[src/rtl/commit_trace_buffer.sv]
// -----------------------------------------------------------------------------
// commit_trace_buffer
//
// Purpose:
//    Hardware commit monitor for the pipelined CPU. Every cycle it samples the
//    writeback and memory-stage commit signals. Each retired event is
//    classified (OTHER/REG/LD/ST/HALT), tagged with a sequence number and
//    pushed into a FIFO. A debug port drains the FIFO with a valid/ready
//    handshake. The block also keeps cycle and instruction counters, a
//    watchdog timeout and a sticky overflow flag.
//
// Ports:
//    clk, rst_n           clock, synchronous active-low reset
//    cap_en               capture enable; capture and counters freeze while 0
//    pc                   PC of the committing instruction
//    wb_regwrite/wb_dst/wb_data        writeback commit
//    mem_read/mem_write/mem_addr/mem_wdata  memory-stage commit
//    halt                 halt committed
//    rec_valid/rec_ready  FIFO head handshake
//    rec_type/rec_inum/rec_pc/rec_value/rec_addr/rec_reg  FIFO head record
//    cycle_count, inst_count  statistics (saturating)
//    overflow, timeout, stopped, done  status flags
// -----------------------------------------------------------------------------
module commit_trace_buffer #(
   parameter int DATA_W      = 16,
   parameter int REG_W       = 4,
   parameter int DEPTH       = 16,
   parameter int CNT_W       = 32,
   parameter int CYCLE_LIMIT = 100000,
   parameter int SKIP_IDLE   = 0
) (
   input  logic              clk,
   input  logic              rst_n,
   input  logic              cap_en,
   input  logic [DATA_W-1:0] pc,
   input  logic              wb_regwrite,
   input  logic [REG_W-1:0]  wb_dst,
   input  logic [DATA_W-1:0] wb_data,
   input  logic              mem_read,
   input  logic              mem_write,
   input  logic [DATA_W-1:0] mem_addr,
   input  logic [DATA_W-1:0] mem_wdata,
   input  logic              halt,
   output logic              rec_valid,
   input  logic              rec_ready,
   output logic [2:0]        rec_type,
   output logic [CNT_W-1:0]  rec_inum,
   output logic [DATA_W-1:0] rec_pc,
   output logic [DATA_W-1:0] rec_value,
   output logic [DATA_W-1:0] rec_addr,
   output logic [REG_W-1:0]  rec_reg,
   output logic [CNT_W-1:0]  cycle_count,
   output logic [CNT_W-1:0]  inst_count,
   output logic              overflow,
   output logic              timeout,
   output logic              stopped,
   output logic              done
);

   localparam int PTR_W  = (DEPTH > 1) ? $clog2(DEPTH) : 1;
   localparam int FCNT_W = $clog2(DEPTH + 1);
   localparam int REC_W  = 3 + CNT_W + 3 * DATA_W + REG_W;

   localparam logic [PTR_W-1:0]  PTR_ONE   = 1;
   localparam logic [FCNT_W-1:0] FCNT_ONE  = 1;
   localparam logic [FCNT_W-1:0] FCNT_FULL = FCNT_W'(DEPTH);
   localparam logic [CNT_W-1:0]  CNT_ONE   = 1;
   localparam logic [CNT_W-1:0]  CNT_MAX   = '1;
   localparam logic [CNT_W-1:0]  LIMIT_M1  = CNT_W'(CYCLE_LIMIT - 1);

   localparam logic [2:0] T_OTHER = 3'd0;
   localparam logic [2:0] T_REG   = 3'd1;
   localparam logic [2:0] T_LD    = 3'd2;
   localparam logic [2:0] T_ST    = 3'd3;
   localparam logic [2:0] T_HALT  = 3'd4;

   // FIFO storage and state
   logic [REC_W-1:0]  r_mem [DEPTH];
   logic [PTR_W-1:0]  r_wr_ptr;
   logic [PTR_W-1:0]  r_rd_ptr;
   logic [FCNT_W-1:0] r_count;

   logic [CNT_W-1:0]  r_cycle_count;
   logic [CNT_W-1:0]  r_inst_count;
   logic              r_overflow;
   logic              r_timeout;
   logic              r_stopped;

   // Classified event
   logic [2:0]        w_type;
   logic [DATA_W-1:0] w_value;
   logic [DATA_W-1:0] w_addr;
   logic [REG_W-1:0]  w_reg;
   logic [REC_W-1:0]  w_rec;

   logic w_active;
   logic w_record;
   logic w_pop;
   logic w_push;
   logic w_limit_hit;

   // Fixed-priority classification; unused record fields are forced to zero.
   always_comb begin
      w_type  = T_OTHER;
      w_value = '0;
      w_addr  = '0;
      w_reg   = '0;
      if (wb_regwrite && mem_read) begin
         w_type  = T_LD;
         w_value = wb_data;
         w_addr  = mem_addr;
         w_reg   = wb_dst;
      end else if (wb_regwrite) begin
         w_type  = T_REG;
         w_value = wb_data;
         w_reg   = wb_dst;
      end else if (halt) begin
         w_type  = T_HALT;
      end else if (mem_write && !mem_read) begin
         w_type  = T_ST;
         w_value = mem_wdata;
         w_addr  = mem_addr;
      end
   end

   assign w_rec = {w_type, r_inst_count, pc, w_value, w_addr, w_reg};

   assign w_active    = cap_en && !r_stopped;
   assign w_record    = w_active && ((w_type != T_OTHER) || (SKIP_IDLE == 0));
   assign w_pop       = (r_count != '0) && rec_ready;
   // A full FIFO still accepts a push when the head leaves in the same cycle.
   assign w_push      = w_record && ((r_count != FCNT_FULL) || w_pop);
   assign w_limit_hit = w_active && (r_cycle_count >= LIMIT_M1);

   // Storage is not reset; r_count alone decides which entries are live.
   always_ff @(posedge clk) begin
      if (w_push) begin
         r_mem[r_wr_ptr] <= w_rec;
      end
   end

   always_ff @(posedge clk) begin
      if (!rst_n) begin
         r_wr_ptr      <= '0;
         r_rd_ptr      <= '0;
         r_count       <= '0;
         r_cycle_count <= '0;
         r_inst_count  <= '0;
         r_overflow    <= 1'b0;
         r_timeout     <= 1'b0;
         r_stopped     <= 1'b0;
      end else begin
         if (w_push) begin
            r_wr_ptr <= r_wr_ptr + PTR_ONE;
         end
         if (w_pop) begin
            r_rd_ptr <= r_rd_ptr + PTR_ONE;
         end
         case ({w_push, w_pop})
            2'b10:   r_count <= r_count + FCNT_ONE;
            2'b01:   r_count <= r_count - FCNT_ONE;
            default: r_count <= r_count;
         endcase

         if (w_active && (r_cycle_count != CNT_MAX)) begin
            r_cycle_count <= r_cycle_count + CNT_ONE;
         end
         // Dropped records still consume a sequence number so the gap shows.
         if (w_record && (r_inst_count != CNT_MAX)) begin
            r_inst_count <= r_inst_count + CNT_ONE;
         end
         if (w_record && !w_push) begin
            r_overflow <= 1'b1;
         end
         if (w_limit_hit) begin
            r_timeout <= 1'b1;
            r_stopped <= 1'b1;
         end
         if (w_record && (w_type == T_HALT)) begin
            r_stopped <= 1'b1;
         end
      end
   end

   assign rec_valid = (r_count != '0);
   assign {rec_type, rec_inum, rec_pc, rec_value, rec_addr, rec_reg} = r_mem[r_rd_ptr];

   assign cycle_count = r_cycle_count;
   assign inst_count  = r_inst_count;
   assign overflow    = r_overflow;
   assign timeout     = r_timeout;
   assign stopped     = r_stopped;
   assign done        = r_stopped && !rec_valid;

endmodule

[config.mk]
export PLATFORM = sky130hd
export DESIGN_NAME = commit_trace_buffer
export DESIGN_NICKNAME = d
export VERILOG_FILES = /design/src/rtl/commit_trace_buffer.sv
export SDC_FILE = /design/constraint.sdc
export NUM_CORES = 1
export LEC_CHECK = 0
export BUFFER_PORTS_ARGS = -buffer_cell sky130_fd_sc_hd__buf_2
export CORE_ASPECT_RATIO = 0.6
export CORE_UTILIZATION = 61
export DETAILED_ROUTE_END_ITERATION = 10
export GPL_TIMING_DRIVEN = 0
export PLACE_DENSITY = 0.78
export REMOVE_ABC_BUFFERS = 1
export SLEW_MARGIN = 5
export SYNTH_ARGS = -nofsm -noshare
export SYNTH_HDL_FRONTEND = slang
export SYNTH_SLANG_ARGS = --single-unit
[constraint.sdc]
create_clock -name clk -period 9.05 [get_ports clk]
set_input_delay 0.905 -clock clk [delete_from_list [all_inputs] [get_ports clk]]
set_output_delay 0.905 -clock clk [all_outputs]
set_load 0.05 [all_outputs]
==> results by group <==
Clocking
  • Root Buffer: clkbuf_16
  • CTS tree: built
  • H-tree depth: 4
  • CTS Buffer Depth: 3
  • CTS Hold Bufs: 0
  • Clock-pin slew on the worst setup and hold paths: 70 ps
  • Clock Latency Late Sink: between 700 and 800 ps
  • Post-CTS setup buffers: 0
  • Num Clock Sinks: 1,476
  • CTS Buf Count: roughly 130
  • Post_cts resized: 0

Min path
  • Hold Startpoint: overflow
  • Hold Path Cell Cnt: 1
  • Worst hold path endpoint: overflow
  • Hold crit path type: flip-flop to flip-flop

Synth
  • Mapped cell area: about 57,000 µm²
  • Yosys reg bits: approximately 1,500
  • Adder-Cell Fraction of Synth Area: 0.2565%
  • Mux cell area share after synthesis: roughly 17%
  • Number of synthesized flops with an enable pin: approximately 1,400
  • Share of the synthesized area in the top cell type: 73.87%
  • XOR/XNOR Fraction of Synth Area: less than 1%
  • Main combinational cell family by area after synthesis: multiplexers
  • Synth Area in Simple Gates: around 2.6%
  • Compound-gate portion of the synthesized area: between 1 and 1.5%
  • Area leader, netlist: edfxtp_1
  • Synth top area cells: edfxtp_1, mux4_2, dfxtp_1
  • Mean Syn Cell Area: around 23 µm²
  • Ys async rst share: 0%
  • Ys flop type: edfxtp_1
  • Yosys cell types: 52
  • Ys Warns: 0
  • Seq/Total Area, Yosys: about three quarters
  • Post-Synthesis Cells: between 2,000 and 2,500

Setup path
  • Critical path peak fanout: 38
  • Crit Reg-Reg Endpoint: r_mem[1][46]
  • R2r startpoint: stopped
  • CP Class: flip-flop to output port
  • Crit. End Element: output port
  • Flop-to-flop setup slack: around 5300 ps
  • CP required: 8150 ps
  • Worst Setup Start Kind: flip-flop
  • Critical path data arrival time: 3950 ps
  • FF-to-FF path depth: 9

Final layout
  • Layout Utilization: a little under three quarters
  • Share of cells above drive strength 1: roughly 34%
  • Synth-to-Final Area Change: 15.98%
  • Post-Layout Cell Count: around 4,200
  • Final nets: 2,950
  • Fillers: about 5,000

Floorplanning
  • Ports: around 230
  • Initial Util: 61.65%
  • Rows: between 80 and 90
  • Total Die Area: 94,030 µm²
  • Core area: approximately 92,000 µm²
  • Die Ht: around 240 µm
  • Die W: approximately 400 µm

Power and ir drop
  • Max VDD drop: around 0.18 mV
  • Pwr dens: roughly 260 nW/µm²
  • Leakage power: between 20 and 25 nW

Status
  • Status: completed

Global route
  • First-pass GRT wire length: ~200,000 µm
  • Grt ovf: 0
  • Vias in the first global route: 29,110
  • Initial antenna violation count: 2
  • Largest net degree at the start of global routing: 65
  • GR Util All Layers: between 20% and 30%

Route
  • Vias: roughly 29,000
  • Starting DRC count in detailed routing: between 3,000 and 4,000
  • ANT nets after route: 0
  • DR WL/cell: approximately 32 µm
  • Met3 routed wirelength: roughly 11,000 µm
  • Met2 WL post-DR: about 70,000 µm
  • Metal-1 WL: ~52,000 µm
  • Drt pass-1 iters: 6
  • Final wirelength: 136,000 µm
  • Top Layer Used: met4
  • Vias per cell: around 6.8
  • DRC: 0

Timing
  • RSZ-0062 raised after global routing: no
  • Fmax: 0.2061 GHz
  • Endpoints failing setup: 0
  • Post-route minimum period: 4853 ps
  • Fin crit share: between 50% and 60%
  • Max Slew Vio Count: 0
  • Final hold vios: 0
  • Setup Skew: approximately 31 ps
  • Slew margin rel.: ~5.3%
  • Post-Route Setup TNS: 0 ps
  • Worst Tran Pin Value: ~1400 ps
  • Final hold slack: 482.5 ps

Placement
  • # port buffers: approximately 230
  • RePlAce Congestion: about 0.84
  • Final HPWL DP: approximately 78,000 µm
  • Dpl cells: 3,960

Flow run
  • Max cap viols: 0
final cells by class:
cell class	instances	area, µm²	area share, %
multi-input combinational	876	12670	19.30
sequential	1476	43500	66.27
antenna	1	2.502	0.003813
clock buffer	175	3643	5.551
tap	1232	1541	2.349
inverter	13	48.80	0.07435
timing repair buffer	363	3571	5.441
clock inverter	62	664.4	1.012
cells in the final DEF (no fill, tap or decap), types with 8 or more instances in the layout:
cell and count:
edfxtp_1 1392, mux4_2 435, buf_2 231, clkbuf_16 139, dfxtp_1 80, nand2_1 52
nor2_1 44, buf_16 40, buf_12 39, a21oi_1 34, clkbuf_1 33, xnor2_1 26
buf_6 24, and2_1 23, clkinv_2 23, buf_4 23, nand3_1 22, nor4_1 22
nand4_1 21, o21ai_0 20, clkinv_1 19, a22o_1 16, or3_1 16, bufinv_16 14
or4_1 13, inv_1 12, nor2_4 12, nand2b_1 10, mux2i_1 10, ha_1 10
nor3_1 8, o31ai_1 8
metrics by stage:
stage / total power [W] / worst slack [ps] / cell area, µm²
final: 0.01705 / 4197 / 65630
after global routing: 0.01754 / 3976 / 65630
after CTS: 0.01716 / 4052 / 65630
after detailed placement: 0.01153 / 4729 / 61320
after global placement: 0.01159 / -13300 / 58770
after floorplan: 0.01109 / -7364 / 56070
cell usage after synthesis, types with 6 or more instances:
cell / count
a211oi_1: 6
a21oi_1: 34
a22o_1: 16
and2_1: 23
and4_1: 6
buf_1: 27
clkbuf_1: 96
dfxtp_1: 84
edfxtp_1: 1392
ha_1: 10
inv_1: 12
mux2i_1: 10
mux4_2: 435
nand2_1: 52
nand2b_1: 10
nand3_1: 22
nand4_1: 21
nor2_1: 56
nor3_1: 12
nor4_1: 23
o21a_1: 6
o21ai_0: 20
o31ai_1: 8
or3_1: 16
or4_1: 13
xnor2_1: 26
xor2_1: 6
report_power, final:
group          internal, W  switching, W
logic              0.00161       0.00205
registers          0.00760      0.000114
clock network      0.00324       0.00244
total               0.0124       0.00460
how the worst max path moves through the flow:
stage	start	end
6_report	flip-flop	rec_inum[29]
2_1_floorplan	flip-flop	rec_addr[0]
5_1_grt	flip-flop	rec_inum[29]
4_1_cts	flip-flop	rec_inum[29]
3_5_place_dp	cap_en	r_mem[0][43]
3_3_place_gp	flip-flop	rec_addr[2]
flip-flops by register name, indices dropped and copies added, names as in the netlist, named ones only:
register and flops:
inst_count 32, stopped 1, r_count 5, timeout 1, cycle_count 32, r_mem 1392, r_rd_ptr 4, overflow 1
r_wr_ptr 4
per-layer routing:
| metal | global-route usage (%) | up-vias |
|---|---|---|
| met2 | 48.44 | 1804 |
| met4 | 10.09 | 0 |
| li1 | - | 11390 |
| met3 | 4.466 | 272 |
| met1 | 41.06 | 15060 |
| met5 | 0 | - |
critical path, cell delays in order, from the launching register on:
cell and delay (ps):
dfxtp_4 850, buf_12 320, buf_12 270, buf_16 320, mux4_2 580, mux4_2 570, buf_2 250
logic make-up (layout without fill, tap and decap cells):
logic type / after synthesis / in the layout
flip-flops: 1476 / 1476
buffers and inverters: 144 / 613
multiplexers: 445 / 445
AO/OA/AOI/OAI: 115 / 115
AND/OR/NAND/NOR: 273 / 273
XOR/XNOR: 32 / 32
adder cells (fa/ha/maj): 11 / 11
other: 0 / 1
No activity file was read; power rests on OpenSTA's default activity.
